===== config.mk =====
export PLATFORM = sky130hd
export DESIGN_NAME = jstk_poll_sched
export DESIGN_NICKNAME = d
export VERILOG_FILES = /design/src/rtl/jstk_poll_sched.sv
export SDC_FILE = /design/constraint.sdc
export NUM_CORES = 1
export LEC_CHECK = 0
export CAP_MARGIN = 10
export CORE_ASPECT_RATIO = 1.2
export CORE_UTILIZATION = 45
export DETAILED_ROUTE_END_ITERATION = 8
export GPL_TIMING_DRIVEN = 0
export PLACE_DENSITY = 0.73
export SLEW_MARGIN = 25
export SYNTH_ARGS = -nofsm -noshare
export SYNTH_HDL_FRONTEND = slang
export SYNTH_SLANG_ARGS = --single-unit

===== constraint.sdc =====
create_clock -name CLK -period 6.5 [get_ports CLK]
set_clock_uncertainty 0.05 [all_clocks]
set_input_delay 1.625 -clock CLK [delete_from_list [all_inputs] [get_ports CLK]]
set_output_delay 1.625 -clock CLK [all_outputs]
set_load 0.1 [all_outputs]

===== src/rtl/jstk_poll_sched.sv =====
// Round-robin poll scheduler for several PmodJSTK joysticks sharing one SPI master.
// Drives per-slave select, trigger and command byte, then decodes each returned 40-bit packet.
module jstk_poll_sched #(
  parameter int N_SLAVES     = 2,
  parameter int POLL_CYCLES  = 500000,
  parameter int SETUP_CYCLES = 1500,
  parameter int TRIG_CYCLES  = 3000,
  parameter int XFER_CYCLES  = 150000,
  parameter int GAP_CYCLES   = 1500
) (
  input  logic                    CLK,
  input  logic                    RST,
  input  logic                    en,
  input  logic [2*N_SLAVES-1:0]   led,
  input  logic [N_SLAVES-1:0]     miso_in,
  input  logic [39:0]             jstk_dout,
  output logic                    miso_out,
  output logic [N_SLAVES-1:0]     ss_n,
  output logic                    snd_rec,
  output logic [7:0]              din,
  output logic [10*N_SLAVES-1:0]  x_pos,
  output logic [10*N_SLAVES-1:0]  y_pos,
  output logic [3*N_SLAVES-1:0]   btn,
  output logic [N_SLAVES-1:0]     upd,
  output logic [N_SLAVES-1:0]     err
);

  function automatic int max4(input int a, input int b, input int c, input int d);
    int m;
    m = a;
    if (b > m) m = b;
    if (c > m) m = c;
    if (d > m) m = d;
    return m;
  endfunction

  localparam int DMAX  = max4(SETUP_CYCLES, TRIG_CYCLES, XFER_CYCLES, GAP_CYCLES);
  localparam int CW    = ($clog2(DMAX) < 1) ? 1 : $clog2(DMAX);
  localparam int PW    = ($clog2(POLL_CYCLES) < 1) ? 1 : $clog2(POLL_CYCLES);
  localparam int CUR_W = (N_SLAVES > 1) ? $clog2(N_SLAVES) : 1;

  localparam logic [2:0] S_IDLE    = 3'd0;
  localparam logic [2:0] S_SELECT  = 3'd1;
  localparam logic [2:0] S_TRIG    = 3'd2;
  localparam logic [2:0] S_XFER    = 3'd3;
  localparam logic [2:0] S_CAPTURE = 3'd4;
  localparam logic [2:0] S_GAP     = 3'd5;

  logic [2:0]          state_reg;
  logic [CW-1:0]       cnt_reg;
  logic [CUR_W-1:0]    cur_reg;
  logic [PW-1:0]       poll_reg;
  logic                poll_exp;
  logic                cnt_zero;
  logic                last_slot;
  logic [CUR_W-1:0]    cur_next;
  logic [7:0]          din_next;
  logic [N_SLAVES-1:0] ss_next;
  logic [N_SLAVES-1:0] one_hot;
  logic                cap_fire;
  logic                pkt_ok;
  logic [9:0]          x_new;
  logic [9:0]          y_new;
  logic [2:0]          btn_new;
  logic                unused_bits;

  assign poll_exp  = (poll_reg == '0);
  assign cnt_zero  = (cnt_reg == '0);
  assign last_slot = (cur_reg == CUR_W'(N_SLAVES - 1));
  assign one_hot   = N_SLAVES'(1);

  // Slot about to be selected: slot 0 when leaving IDLE, otherwise the next one.
  assign cur_next = (state_reg == S_IDLE) ? '0 : cur_reg + 1'b1;
  assign din_next = {6'b100000, led[{cur_next, 1'b0} +: 2]};
  assign ss_next  = ~(one_hot << cur_next);

  // Free-running poll timer; reloads on every expiry independent of en.
  always_ff @(posedge CLK or negedge RST) begin
    if (!RST) begin
      poll_reg <= PW'(POLL_CYCLES - 1);
    end else if (poll_exp) begin
      poll_reg <= PW'(POLL_CYCLES - 1);
    end else begin
      poll_reg <= poll_reg - 1'b1;
    end
  end

  always_ff @(posedge CLK or negedge RST) begin
    if (!RST) begin
      state_reg <= S_IDLE;
      cnt_reg   <= '0;
      cur_reg   <= '0;
      ss_n      <= '1;
      snd_rec   <= 1'b0;
      din       <= 8'h80;
    end else begin
      case (state_reg)
        S_IDLE: begin
          ss_n    <= '1;
          snd_rec <= 1'b0;
          if (poll_exp && en) begin
            state_reg <= S_SELECT;
            cur_reg   <= cur_next;
            cnt_reg   <= CW'(SETUP_CYCLES - 1);
            ss_n      <= ss_next;
            din       <= din_next;
          end
        end
        S_SELECT: begin
          if (cnt_zero) begin
            state_reg <= S_TRIG;
            cnt_reg   <= CW'(TRIG_CYCLES - 1);
            snd_rec   <= 1'b1;
          end else begin
            cnt_reg <= cnt_reg - 1'b1;
          end
        end
        S_TRIG: begin
          if (cnt_zero) begin
            state_reg <= S_XFER;
            cnt_reg   <= CW'(XFER_CYCLES - 1);
            snd_rec   <= 1'b0;
          end else begin
            cnt_reg <= cnt_reg - 1'b1;
          end
        end
        S_XFER: begin
          if (cnt_zero) begin
            state_reg <= S_CAPTURE;
          end else begin
            cnt_reg <= cnt_reg - 1'b1;
          end
        end
        S_CAPTURE: begin
          state_reg <= S_GAP;
          cnt_reg   <= CW'(GAP_CYCLES - 1);
          ss_n      <= '1;
        end
        S_GAP: begin
          if (cnt_zero) begin
            if (last_slot || !en) begin
              state_reg <= S_IDLE;
            end else begin
              state_reg <= S_SELECT;
              cur_reg   <= cur_next;
              cnt_reg   <= CW'(SETUP_CYCLES - 1);
              ss_n      <= ss_next;
              din       <= din_next;
            end
          end else begin
            cnt_reg <= cnt_reg - 1'b1;
          end
        end
        default: begin
          state_reg <= S_IDLE;
          ss_n      <= '1;
          snd_rec   <= 1'b0;
        end
      endcase
    end
  end

  // Packet is latched on the edge that enters CAPTURE, so upd/err show during CAPTURE.
  assign cap_fire    = (state_reg == S_XFER) && cnt_zero;
  assign x_new       = {jstk_dout[25:24], jstk_dout[39:32]};
  assign y_new       = {jstk_dout[9:8], jstk_dout[23:16]};
  assign btn_new     = jstk_dout[2:0];
  assign pkt_ok      = ~|jstk_dout[31:26] && ~|jstk_dout[15:10];
  assign unused_bits = ^jstk_dout[7:3];

  assign miso_out = ss_n[cur_reg] ? 1'b1 : miso_in[cur_reg];

  generate
    for (genvar gi = 0; gi < N_SLAVES; gi++) begin : g_slot
      logic       hit;
      logic [9:0] x_reg;
      logic [9:0] y_reg;
      logic [2:0] btn_reg;
      logic       upd_reg;
      logic       err_reg;

      assign hit = cap_fire && (cur_reg == CUR_W'(gi));

      always_ff @(posedge CLK or negedge RST) begin
        if (!RST) begin
          x_reg   <= '0;
          y_reg   <= '0;
          btn_reg <= '0;
          upd_reg <= 1'b0;
          err_reg <= 1'b0;
        end else begin
          upd_reg <= hit && pkt_ok;
          err_reg <= hit && !pkt_ok;
          if (hit && pkt_ok) begin
            x_reg   <= x_new;
            y_reg   <= y_new;
            btn_reg <= btn_new;
          end
        end
      end

      assign x_pos[10*gi +: 10] = x_reg;
      assign y_pos[10*gi +: 10] = y_reg;
      assign btn[3*gi +: 3]     = btn_reg;
      assign upd[gi]            = upd_reg;
      assign err[gi]            = err_reg;
    end
  endgenerate

endmodule


After elaboration in Yosys (flattened, before gate mapping)
Cells that the tools add are included.
{ "classes": {"addsub": 3, "order_cmp": 1, "eq_ne": 13, "shifts": 2, "n_mux": 36, "bitwise_logic": 4, "reduce_logical": 28} }
{ "op_table": {"columns": ["op", "count"], "rows": [
  ["$mux W18", 6],
  ["$pmux W18 S6", 1],
  ["$mux W8", 3],
  ["$logic_not A19 Y1", 1],
  ["$mux W19", 1],
  ["$sub A19 B1 Y19 const B", 1],
  ["$logic_not A18 Y1", 1],
  ["$pmux W3 S6", 1],
  ["$sub A18 B1 Y18 const B", 1],
  ["$pmux W8 S2", 1],
  ["$mux W3", 5],
  ["$mux W1", 12],
  ["$ne A2 B2 Y1 const B", 6],
  ["$reduce_or A6 Y1", 2],
  ["$logic_and A1 B1 Y1", 9],
  ["$reduce_and A4 Y1", 2],
  ["$eq A3 B2 Y1 const B", 2],
  ["$eq A3 B3 Y1 const B", 2],
  ["$mux W2", 3],
  ["$pmux W2 S3", 1],
  ["$reduce_and A3 Y1", 2],
  ["$reduce_bool A6 Y1", 1],
  ["$reduce_or A3 Y1", 2],
  ["$reduce_and A5 Y1", 1],
  ["15 further kinds", 20]
]} }
{ "word_totals": {"reg_bits": 102, "wordCells": 104} }

Depth between registers and ports, before layout
{ "depth": {"depth_word": 7, "ltp_mapped": 9} }

Least setup slack after synthesis
No wires, ideal clock.
{ "synth_timing": {"path_type": "input to output", "start": "input miso_in[1]", "end": "output miso_out", "arrival_time_ps": 3163, "path_slack_ps": 1662, "path_stages": 2, "n_path_buf": 0, "cell_sequence": "nor2_1 > a21oi_1"} }
{ "synth_between": {"elab_chain_len": 3} }
{ "synth_lines": {"columns": ["item", "line", "source"], "rows": [
  ["from (decl)", "15", "input logic [N_SLAVES-1:0] miso_in,"],
  ["$mux W1 (not written as such) (2 in series)", "171", "assign miso_out = ss_n[cur_reg] ? 1'b1 : miso_in[cur_reg];"],
  ["$mux W1", "171", null],
  ["to (decl)", "17", "output logic miso_out,"]
]} }
Every way passes these cells. The select of a mux whose other input is x is not followed.

Final worst setup path
{ "layout_timing": {"start": "input miso_in[0]", "end": "output miso_out"} }
The elaborated chain is that of the path after synthesis.

==> impl_metrics.json <==
{
  "hold_ws_ns": 0.418,
  "synth_top_cell_area_share_pct": 43.9,
  "drt-initial-drc-count": 159,
  "hp-class": "flip-flop to flip-flop",
  "num_rows": 40,
  "htreeDepth": 3,
  "num_antenna_cells": 0,
  "fp.coreArea_sq_um": 10100,
  "synth_area_leaders": "dfrtp_1 44%, dfstp_2 7.2%, mux2_2 7.1%",
  "die_y_um": 114,
  "area_growth_pct": 31.4,
  "yosysUniqueCellTypes": 60,
  "tns_ns": 0,
  "yosysTopAreaCell": "dfrtp_1",
  "drive_gt1_share_pct": 19.4,
  "grt_pass1_vias": 3666,
  "worstSetupPathType": "input port to output port",
  "start_kind": "input port",
  "synthFlopType": "dfrtp_1",
  "fin_cells": 677,
  "die-area_sq_um": 10900,
  "path_clk_slew_ns": 0.06,
  "power_density_nw_per_um2": 213,
  "peakVddDrop_uv": 111,
  "clkLatencyLatePin_ns": 0.34,
  "setup_viol": 0,
  "cts_tree": "built",
  "place_area_sq_um": 5920,
  "synth.most_common_cell": "dfrtp_1",
  "cts.repair.resized": 0,
  "hold_viol": 0,
  "ant_nets": 0,
  "timing.final.crit_share_pct": 80.6,
  "grtUsageTotal_pct": 20.3,
  "drc": 0,
  "fp.dieW_um": 95.6,
  "max_freq_ghz": 0.191,
  "avgSynthCellArea_sq_um": 11.0,
  "rsz0062_at_grt": "no",
  "wire_per_inst_um": 15.9,
  "dr.pass1.iters": 4,
  "clock-root-buffer": "clkbuf_16",
  "ys_async_sr_fraction_pct": 100,
  "cts_made_buffers": 9,
  "synth_edf_count": 0,
  "fin_crit_ns": 5.24,
  "yosysWarnings": 0,
  "cp-end-kind": "output port",
  "vias": 3727,
  "cp_max_fo": 1,
  "antenna_found_initial": 0,
  "slew-limit-headroom_pct": 32.9,
  "worst_pin_slew_ns": 1.00,
  "pin_count": 111,
  "gr-total-overflow": 0,
  "cts_setup_buffers": 0,
  "cp.required_ns": 4.83,
  "clk_path_buf_depth": 2,
  "ys_seq_elements": 96,
  "fin_area_sq_um": 6220,
  "final_nets": 599,
  "gp_congestion": 0.903,
  "cts_sinks": 96,
  "initial_core_util_pct": 46.8,
  "ys_seq_area_share_pct": 51.1,
  "r2r_slack_ns": 3.39,
  "viasPerCell": 5.51,
  "ys_top_cells_by_count": "83 x dfrtp_1, 33 x nor2_1, 30 x mux2_2, 30 x nand2_1, 22 x a21oi_1",
  "power_mw": 1.32,
  "drv_cap": 0,
  "grt_pass1_wl_um": 17200,
  "dpl.hpwl_um": 7740,
  "port_buffers": 99,
  "post-place-cells": 661,
  "cp.arrival_ns": 3.56,
  "postSynthCellCount": 431,
  "status": "finished clean",
  "synth_area_sq_um": 4730,
  "drt_wl_total_um": 10700,
  "grt_max_degree": 61,
  "slew_violations": 0,
  "leakage_nw": 2.75,
  "ctsHoldBuffers": 0
}
==> area by class of cell <==
cell class | instances | area, sq um
tap | 126 | 158
multi-input combinational | 300 | 2110
sequential | 96 | 2420
clock buffer | 10 | 229
clock inverter | 6 | 65.1
fill | 789 | 3890
inverter | 13 | 48.8
timing repair buffer | 100 | 1020
buffer | 26 | 166
==> final timing paths <==
check / start / endpoint / cells past startpoint
worst max-delay path: miso_in[0] / miso_out / 4
min in group asynchronous: RST / g_slot[1].y_reg[2] / 1
worst min register to register: poll_reg[0] / poll_reg[0] / 1
worst min-delay path: poll_reg[0] / poll_reg[0] / 1
worst max register to register: cnt_reg[0] / cnt_reg[2] / 8
max in group asynchronous: RST / g_slot[1].x_reg[7] / 2
==> cells by family (layout without fill, tap and decap cells) <==
family          Yosys count  after routing  share of synthesized area [%]
mux                      51             51                           13.7
buf+inv                  39            155                           4.55
xor+xnor                 19             19                           3.52
fa+ha+maj                 4              4                           1.06
simple gates            150            150                           16.6
compound gates           70             70                           9.36
flops                    96             96                           51.1
other cells               2              6                          0.159
==> worst max-delay path, cell delays in order <==
cell             delay, ns
clkdlybuf4s50_1       0.49
nor3_1                0.06
a21oi_1               0.21
clkdlybuf4s50_1       1.17
==> report_power, final <==
group | switching, mW | internal [mW] | leakage [nW]
Sequential | 0.0177 | 0.614 | 1.24
Combinational | 0.0991 | 0.0651 | 1.37
Clock | 0.228 | 0.300 | 0.143
Total | 0.345 | 0.979 | 2.75
==> through the flow <==
step,setup WS [ns],util [%]
3_5_place_dp,1.27,58.6
6_report,1.26,61.5
5_1_grt,1.21,61.5
4_1_cts,1.26,61.5
2_1_floorplan,1.66,-
3_3_place_gp,0.307,58.3
==> cells in the final DEF, fill, tap and decap left out, drive strengths merged, types with 4 or more instances in the layout <==
| cell type | instances |
|---|---|
| clkdlybuf4s50 | 98 |
| dfrtp | 83 |
| mux2 | 50 |
| nor2 | 33 |
| nand2 | 30 |
| a21oi | 22 |
| nor3 | 20 |
| clkbuf | 20 |
| o21ai | 18 |
| buf | 18 |
| nand3 | 17 |
| inv | 15 |
| dfstp | 13 |
| xnor2 | 11 |
| or3 | 11 |
| nor4 | 9 |
| xor2 | 8 |
| and3 | 6 |
| conb | 6 |
| nand4 | 5 |
| a31oi | 4 |
| ha | 4 |
==> routing by layer <==
metal	routed length (um)	vias up	global-route usage, %
met5	0	-	0
met4	303	0	9.85
met3	643	27	3.59
met2	5070	132	34.0
met1	4720	1814	25.0
li1	-	1754	-
No activity file was read; power rests on OpenSTA's default activity.
